==> config.mk <==
export PLATFORM = sky130hd
export DESIGN_NAME = rot_frame_ctrl
export DESIGN_NICKNAME = d
export VERILOG_FILES = /design/src/rtl/rot_pkg.sv /design/src/rtl/rot_skid_buf.sv /design/src/rtl/rot_frame_ctrl.sv
export SDC_FILE = /design/constraint.sdc
export NUM_CORES = 1
export LEC_CHECK = 0
export BUFFER_PORTS_ARGS = -buffer_cell sky130_fd_sc_hd__buf_2
export CORE_MARGIN = 4
export CORE_UTILIZATION = 25
export DETAILED_ROUTE_END_ITERATION = 8
export PLACE_DENSITY = 0.38
export RECOVER_POWER = 50
export SLEW_MARGIN = 5
export SYNTH_ARGS = -nofsm -noshare
export SYNTH_HDL_FRONTEND = slang
export SYNTH_HIERARCHICAL = 1
export SYNTH_SLANG_ARGS = --single-unit
==> constraint.sdc <==
create_clock -name clk -period 2.65 [get_ports clk]
set_input_delay 0.265 -clock clk [delete_from_list [all_inputs] [get_ports clk]]
set_output_delay 0.265 -clock clk [all_outputs]
set_load 0.005 [all_outputs]
==> src/rtl/rot_pkg.sv <==
// Shared types and the rotated-address mapping for the frame rotation controller.
package rot_pkg;

  typedef enum logic [1:0] {ROT_0, ROT_90, ROT_180, ROT_270} rot_e;
  typedef enum logic [1:0] {IDLE, LOAD, ROTATE, DRAIN} state_e;

  localparam int MAX_LOG2_N = 16;
  typedef logic [MAX_LOG2_N-1:0] coord_t;

  // N is a power of two, so N-1-x is ~x within log2_n bits and row*N+col is {row,col}.
  function automatic logic [2*MAX_LOG2_N-1:0] rot_addr(coord_t r, coord_t c, rot_e rot,
                                                       int log2_n);
    coord_t mask;
    coord_t row;
    coord_t col;
    mask = coord_t'((32'd1 << log2_n) - 32'd1);
    row  = r;
    col  = c;
    case (rot)
      ROT_0:   begin row = r;         col = c;         end
      ROT_90:  begin row = ~c & mask; col = r;         end
      ROT_180: begin row = ~r & mask; col = ~c & mask; end
      ROT_270: begin row = c;         col = ~r & mask; end
      default: begin row = r;         col = c;         end
    endcase
    return ({{MAX_LOG2_N{1'b0}}, row} << log2_n) | {{MAX_LOG2_N{1'b0}}, col};
  endfunction

endpackage

==> src/rtl/rot_skid_buf.sv <==
// Two-entry output buffer for rotated pixels; the producer throttles itself from level.
module rot_skid_buf #(
  parameter int W = 10
) (
  input  logic         clk,
  input  logic         rst,
  input  logic         push,
  input  logic [W-1:0] push_data,
  output logic [1:0]   level,
  output logic         out_valid,
  input  logic         out_ready,
  output logic [W-1:0] out_data
);

  logic [W-1:0] mem [2];
  logic         wr_ptr;
  logic         rd_ptr;
  logic         pop;

  assign out_valid = (level != 2'd0);
  assign pop       = out_valid & out_ready;
  assign out_data  = out_valid ? mem[rd_ptr] : '0;

  always_ff @(posedge clk or negedge rst) begin
    if (!rst) begin
      wr_ptr <= 1'b0;
      rd_ptr <= 1'b0;
      level  <= 2'd0;
    end else begin
      if (push) wr_ptr <= ~wr_ptr;
      if (pop)  rd_ptr <= ~rd_ptr;
      case ({push, pop})
        2'b10:   level <= level + 2'd1;
        2'b01:   level <= level - 2'd1;
        default: level <= level;
      endcase
    end
  end

  // NOTE: storage is deliberately not reset; out_data is forced to 0 while empty,
  // so stale entries are never visible.
  always_ff @(posedge clk) begin
    if (push) mem[wr_ptr] <= push_data;
  end

endmodule

==> src/rtl/rot_frame_ctrl.sv <==
// Frame sequencer: loads an NxN frame into SRAM, then streams it out rotated.
// Optional horizontal output flip with input port mirror when ROT_MIRROR_EN is defined.
module rot_frame_ctrl
  import rot_pkg::*;
#(
  parameter  int LOG2_N = 10,
  parameter  int DATA_W = 8,
  localparam int ADDR_W = 2 * LOG2_N
) (
  input  logic              clk,
  input  logic              rst,
  input  logic              start,
  input  logic [1:0]        rot_sel,
`ifdef ROT_MIRROR_EN
  input  logic              mirror,
`endif
  input  logic              in_valid,
  output logic              in_ready,
  input  logic [DATA_W-1:0] in_data,
  output logic              sram_we,
  output logic              sram_re,
  output logic [ADDR_W-1:0] sram_addr,
  output logic [DATA_W-1:0] sram_wdata,
  input  logic [DATA_W-1:0] sram_rdata,
  output logic              out_valid,
  input  logic              out_ready,
  output logic [DATA_W-1:0] out_data,
  output logic              row_last,
  output logic              frame_last,
  output logic              busy,
  output logic              frame_done
);

  localparam logic [LOG2_N-1:0] LAST_COORD = '1;
  localparam logic [ADDR_W-1:0] LAST_ADDR  = '1;

  state_e              state;
  rot_e                rot_q;
  logic [ADDR_W-1:0]   wr_cnt;
  logic [LOG2_N-1:0]   r_cnt;
  logic [LOG2_N-1:0]   c_cnt;
  logic [LOG2_N-1:0]   c_map;
  logic [ADDR_W-1:0]   rd_addr;
  logic                rd_pend;
  logic                rd_row_last;
  logic                rd_frame_last;
  logic [1:0]          level;
  logic                pop;
  logic [DATA_W+1:0]   buf_data;

`ifdef ROT_MIRROR_EN
  logic mirror_q;

  always_ff @(posedge clk or negedge rst) begin
    if (!rst)                        mirror_q <= 1'b0;
    else if (state == IDLE && start) mirror_q <= mirror;
  end

  assign c_map = mirror_q ? ~c_cnt : c_cnt;
`else
  assign c_map = c_cnt;
`endif

  assign rd_addr    = ADDR_W'(rot_addr(coord_t'(r_cnt), coord_t'(c_map), rot_q, LOG2_N));
  assign in_ready   = (state == LOAD);
  assign sram_we    = in_ready & in_valid;
  assign pop        = out_valid & out_ready;
  // A read is issued only if its pixel will find room, counting the one in flight
  // and any slot freed by this cycle's pop.
  assign sram_re    = (state == ROTATE) &&
                      ((3'(level) + 3'(rd_pend)) < (3'd2 + 3'(pop)));
  assign sram_addr  = sram_we ? wr_cnt : (sram_re ? rd_addr : '0);
  assign sram_wdata = sram_we ? in_data : '0;
  assign busy       = (state != IDLE);
  assign {row_last, frame_last, out_data} = buf_data;
  assign frame_done = pop & frame_last;

  // NOTE: all state here uses non-blocking assignments so every register samples
  // pre-edge values, independent of statement order.
  always_ff @(posedge clk or negedge rst) begin
    if (!rst) begin
      state         <= IDLE;
      rot_q         <= ROT_0;
      wr_cnt        <= '0;
      r_cnt         <= '0;
      c_cnt         <= '0;
      rd_pend       <= 1'b0;
      rd_row_last   <= 1'b0;
      rd_frame_last <= 1'b0;
    end else begin
      rd_pend       <= sram_re;
      rd_row_last   <= (c_cnt == LAST_COORD);
      rd_frame_last <= (c_cnt == LAST_COORD) && (r_cnt == LAST_COORD);
      case (state)
        IDLE: if (start) begin
          state  <= LOAD;
          rot_q  <= rot_e'(rot_sel);
          wr_cnt <= '0;
          r_cnt  <= '0;
          c_cnt  <= '0;
        end
        LOAD: if (sram_we) begin
          wr_cnt <= wr_cnt + ADDR_W'(1);
          if (wr_cnt == LAST_ADDR) state <= ROTATE;
        end
        ROTATE: if (sram_re) begin
          c_cnt <= c_cnt + LOG2_N'(1);
          if (c_cnt == LAST_COORD) begin
            r_cnt <= r_cnt + LOG2_N'(1);
            if (r_cnt == LAST_COORD) state <= DRAIN;
          end
        end
        DRAIN: if (frame_done) state <= IDLE;
        default: state <= IDLE;
      endcase
    end
  end

  rot_skid_buf #(.W(DATA_W + 2)) u_skid (
    .clk       (clk),
    .rst       (rst),
    .push      (rd_pend),
    .push_data ({rd_row_last, rd_frame_last, sram_rdata}),
    .level     (level),
    .out_valid (out_valid),
    .out_ready (out_ready),
    .out_data  (buf_data)
  );

endmodule

After elaboration in Yosys (flattened, before gate mapping)
Memories as Yosys holds them, arrays and structs flattened.
Index checks and enable logic that the tools add are counted.
Operators by class
  muxes and demuxes: 26
  add/sub/neg operators: 7
  divide/modulo/power cells: 0
  reductions and logical operators: 14
  $mul: 0
  eq/ne operators: 18
  bitwise gates (word level): 8
  shift operators: 0
  magnitude comparators: 1
Operators with widths (number)
  $mux 20: 4
  $pmux 16 s4: 1
  $mux 10: 5
  $pmux 10 s2: 2
  $pmux 10 s4: 1
  $pmux 20 s2: 1
  $add 10x1->10 const B: 2
  $add 20x1->20 const B: 1
  $eq 10x10->1 const B: 2
  $eq 20x20->1 const B: 1
  $not 10->10: 2
  $or 20x16->20: 1
  $mux 2: 7
  $eq 2x2->1 const B: 5
  $reduce_bool 2->1: 5
  $mux 8: 1
  $ne 2x1->1 const B: 4
  $pmux 2 s4: 1
  $reduce_and 7->1: 1
  $eq 2x1->1 const B: 3
  $ne 2x2->1 const B: 3
  $reduce_and 3->1: 2
  $logic_not 2->1: 2
  $pmux 2 s2: 1
  other kinds (11): 16
Storage, ports and cells
  latch bits: 0
  register bits: 51
  logic and storage cells: 86
  memories kept: 1
  memory bits (writable): 20
  bits in read-only memories: 0
Memory list
  u_skid.mem: words 2, width 10, rd ports 1, clocked after Yosys merged registers in 0, wr ports 1, line rot_skid_buf.sv:15  | logic [W-1:0] mem [2];

Logic depth before layout (Yosys ltp)
  word-level depth: 7
  depth in mapped cells: 9

By module
Netlist, hierarchy kept.
Modules (own cells, without submodules)
  rot_frame_ctrl: sequential area each 1176.1 um^2, area each 3301.9 um^2, instances 1, cells an instance 389
  rot_skid_buf: sequential area each 700.7 um^2, area each 947.2 um^2, instances 1, cells an instance 59

Worst setup path after synthesis
Ideal clock, no wire load.
  path kind: flip-flop to flip-flop
  start point: register u_skid.level[0]
  end point: register state[1]
  cell stages (with the launch flop): 7
  arrival: 1.965 ns
  path buffers: 0
  setup slack: 0.557 ns
  required time: 2.522 ns
  path through: dfrtp_1 ha_1 ha_1 a21oi_1 nand3_1 a211oi_1 mux2_1
Between the ends
  cells in the longest elaborated chain, start to end: 7
  elaborated cells on any way between the ends: 11
  classes of those cells: 2 x add/sub; 1 x order compare; 2 x eq/ne; 1 x mux; 2 x bitwise; 3 x reduce/logical
RTL lines
  start: declaration: line rot_skid_buf.sv:9  | output logic [1:0] level,
  start signal: assignment: line rot_skid_buf.sv:33  | 2'b10: level <= level + 2'd1;
  start signal: assignment: line rot_skid_buf.sv:34  | 2'b01: level <= level - 2'd1;
  start signal: assignment: line rot_skid_buf.sv:35  | default: level <= level;
  $reduce_bool 2->1: line rot_skid_buf.sv:20  | assign out_valid = (level != 2'd0);
  $and 1x1->1: line rot_frame_ctrl.sv:67  | assign pop = out_valid & out_ready;
  $add 2x1->3: line rot_frame_ctrl.sv:71  | ((3'(level) + 3'(rd_pend)) < (3'd2 + 3'(pop)));
  $lt 3x3->1: line rot_frame_ctrl.sv:71
  $logic_and 1x1->1: line rot_frame_ctrl.sv:70  | assign sram_re = (state == ROTATE) &&
  $ne 2x2->1 (no source line)
  $reduce_and 7->1 (no source line) (*)
  end signal: assignment: line rot_frame_ctrl.sv:82  | state <= IDLE;
  end signal: assignment: line rot_frame_ctrl.sv:96  | state <= LOAD;
  end signal: assignment: line rot_frame_ctrl.sv:104  | if (wr_cnt == LAST_ADDR) state <= ROTATE;
  end: declaration: line rot_frame_ctrl.sv:37  | state_e state;
Every way passes the cells marked *; elsewhere a longest branch is shown, timed or not.
A chain may end at the register's enable or synchronous reset.

Worst setup path after layout
  start point: register rd_pend
  end point: output sram_addr[17]
Between the ends
  cells in the longest elaborated chain, start to end: 5
RTL lines
  start: declaration: line rot_frame_ctrl.sv:44  | logic rd_pend;
  start signal: assignment: line rot_frame_ctrl.sv:91  | rd_pend <= sram_re;
  $add 2x1->3: line rot_frame_ctrl.sv:71
  $lt 3x3->1: line rot_frame_ctrl.sv:71
  $logic_and 1x1->1: line rot_frame_ctrl.sv:70
  $mux 20 (2 in series): line rot_frame_ctrl.sv:72  | assign sram_addr = sram_we ? wr_cnt : (sram_re ? rd_addr : '0);
  end: declaration: line rot_frame_ctrl.sv:22  | output logic [ADDR_W-1:0] sram_addr,
Every way passes these cells.

==> flow_summary.toml <==
[worst_setup_path]
critPathKind = "reg -> out"
cp-end-kind = "output port"
rrSetupSlack_ns = 0.24
cp_common_cell = "ha_1"
r2r_cells = 7
start_kind = "flip-flop"
critPathMaxStageDelay_ns = 0.42
r2r_start = "r_cnt[0]$_DFFE_PN0P_"
cp.arrival_ns = 2.18
worstPathCellList = "ha_1, ha_1, nor2b_1, a21bo_4, buf_6, o31ai_2, buf_2"
required_ns = 2.38
path_max_fanout = 17
slowest_stage = "dfrtp_1"
r2r-end = "state[1]$_DFFE_PN0P_"

[detailed_routing]
via_per_inst = 4.72
wl_mm = 12.4
ant_nets = 0
drtPass1Iterations = 4
wl_per_cell_um = 16.6
drt_iter0_drc = 232
drcViolationCount = 0
via_count = 3515

[floorplanning]
ios = 67
initial_core_util_pct = 25.5
fp.dieW_um = 138
rows = 47
dieHeight_um = 138
core_um2 = 16600
fp.dieArea_um2 = 19100

[yosys]
syn_avg_cell_area_um2 = 9.48
synth.distinct_cells = 49
yosysMostFrequentCell = "nor2_1"
ys_async_sr_fraction_pct = 71.8
syn_nets = 481
yosysTopAreaCellShare_pct = 30.0
syn_inst = 448
synth_top_area_cell = "dfrtp_1"
synth-edff-count = 20
synth_seq_cells = 71
ys_top_cells_by_area = "dfrtp_1, edfxtp_1, xor2_1"
ys.flop_type = "dfrtp_1"
seq_area_frac_synth_pct = 44.2
ys_top_cells_by_count = "nor2_1, dfrtp_1, nand2_1"
yosys_warnings = 6
synth_area_um2 = 4250

[sta]
finalHoldViolations = 0
finalCritPeriodShare_pct = 92.2
rsz0062_at_grt = "no"
fin_tns_setup_ns = 0
tightest_slew_ns = 1.38
fin_worst_skew_ns = 0.00793
setup_violations = 0
relSlewSlack_pct = 8.04
fin_crit_ns = 2.44
slew_viol_final = 0
fin_hold_ws_ns = 0.107
fmax_ghz = 0.409

[clock_tree]
cts_root_buf = "clkbuf_16"
cts_tree = "done"
clk_pin_slew_ns = 0.06
cts_sinks = 71
clockBufferDepth = 2
cts_buffers = 9
htreeDepth = 3
cts_setup_buffers = 0
clock_latency_ns = 0.35

[finish]
diodes = 0
area_growth_pct = 23.0
finalNetCount = 552
multi_input_area_um2 = 2250
n_fill_cell = 1755
drive_above_1_share_pct = 22.3
seqCellArea_um2 = 1880

[placement]
gp_congestion = 0.786
dpl.hpwl_mm = 9.08
io_buffers = 66

[global_route]
grt_pass1_wl_mm = 19.5
track_usage_pct = 13.1
grt_pass1_vias = 3378
antenna_found_initial = 0
overflow = 0
grt_max_degree = 52

[hold_path]
hold_end = "u_skid/mem[1][2]$_DFFE_PP_"
min_path_type = "in -> reg"
hold_depth = 1
min_from = "sram_rdata[2]"

[run_status]
outcome = "complete, no violations"

[power_and_ir_drop]
p_leak_uw = 0.00234
ir_drop_uv = 371
pwr_density_cell_nw_per_um2 = 950

[run]
cap_viol_max_count = 0
==> cells in the final DEF (no fill, tap or decap), types with 7 or more instances in the layout <==
cell and count:
clkbuf_16 9, nand2_1 37, nand3_1 18, mux2i_1 23, nand4_1 15, o31ai_2 7
and3_1 15, edfxtp_1 20, o21ai_0 10, xnor2_1 13, xor2_1 35, buf_2 62
buf_4 18, ha_1 10, dfrtp_1 51, inv_1 11, o31ai_1 13, nor2_1 61
a21oi_1 16
==> area by class of cell <==
cell class | instances | area share, %
clock buffers | 9 | 4.31
clock inverters | 7 | 1.20
inverters | 12 | 0.862
multi-input cells | 336 | 43.0
flip-flops and latches | 71 | 35.9
well taps | 220 | 5.27
repair buffers | 89 | 9.46
==> critical path: cells and delay by family (launching register included) <==
family | cells | cell delay, ns
flops | 1 | 0.42
fa+ha+maj | 2 | 0.42
buf+inv | 2 | 0.35
simple gates | 1 | 0.12
compound gates | 2 | 0.52
==> what timing repair did <==
item                                    in CTS  in global routing
hold endpoints to repair                    51                  0
endpoints found under the setup margin       0                 12
hold buffers                                 1                  0
resized for setup                            0                 10
==> stage by stage <==
step	std cells	utilization [%]	worst slack (ns)	power, uW	area, um^2
after global routing	744	31.4	0.00815	5340	5230
after global placement	727	29.5	0.283	3760	4910
final	744	31.4	0.207	4960	5230
after detailed placement	727	29.5	0.232	3780	4910
after CTS	744	31.3	0.0356	5000	5210
after floorplan	448	-	0.557	2910	4250
==> how the worst max path moves through the flow <==
stage | start | endpoint | slack (ns)
global placement | r_cnt[0]$_DFFE_PN0P_ | state[1]$_DFFE_PN0P_ | 0.28
floorplan | u_skid/level[0]$_DFFE_PN0P_ | state[1]$_DFFE_PN0P_ | 0.56
finish | rd_pend$_DFF_PN0_ | sram_addr[17] | 0.21
CTS | rd_pend$_DFF_PN0_ | sram_addr[17] | 0.04
detailed placement | r_cnt[1]$_DFFE_PN0P_ | state[1]$_DFFE_PN0P_ | 0.23
global route | u_skid/level[0]$_DFFE_PN0P_ | sram_addr[1] | 0.008
==> sequential cells by signal (all words and copies together), names as in the netlist, 2 cells and up <==
register and cells:
wr_cnt 20, r_cnt 10, state 2, rot_q 2
c_cnt 10, u_skid/mem 20, u_skid/level 2
==> per-layer routing <==
metal | global-route usage [%] | routed length [um] | up-vias
li1 | - | - | 1738
met1 | 19.2 | 6220 | 1706
met2 | 19.0 | 5520 | 63
met3 | 2.90 | 459 | 8
met4 | 4.42 | 154 | 0
met5 | 0 | 0 | -
==> power breakdown <==
part	switching (uW)	total, uW	internal (uW)
sequential	170	1460	1290
clock	534	1190	653
combinational	1370	2320	949
total	2070	4960	2890
==> cells by family (layout without fill, tap and decap cells) <==
kind of cell	count (synthesis)	count (layout)	share of synthesized area [%]
buffers and inverters	41	117	3.97
adder cells (fa/ha/maj)	10	10	2.94
flip-flops	71	71	44.2
XOR/XNOR	48	48	9.89
multiplexers	28	28	6.74
AO/OA/AOI/OAI	72	72	11.5
AND/OR/NAND/NOR	178	178	20.8
Note: power is estimated with default switching activity, not from simulation.
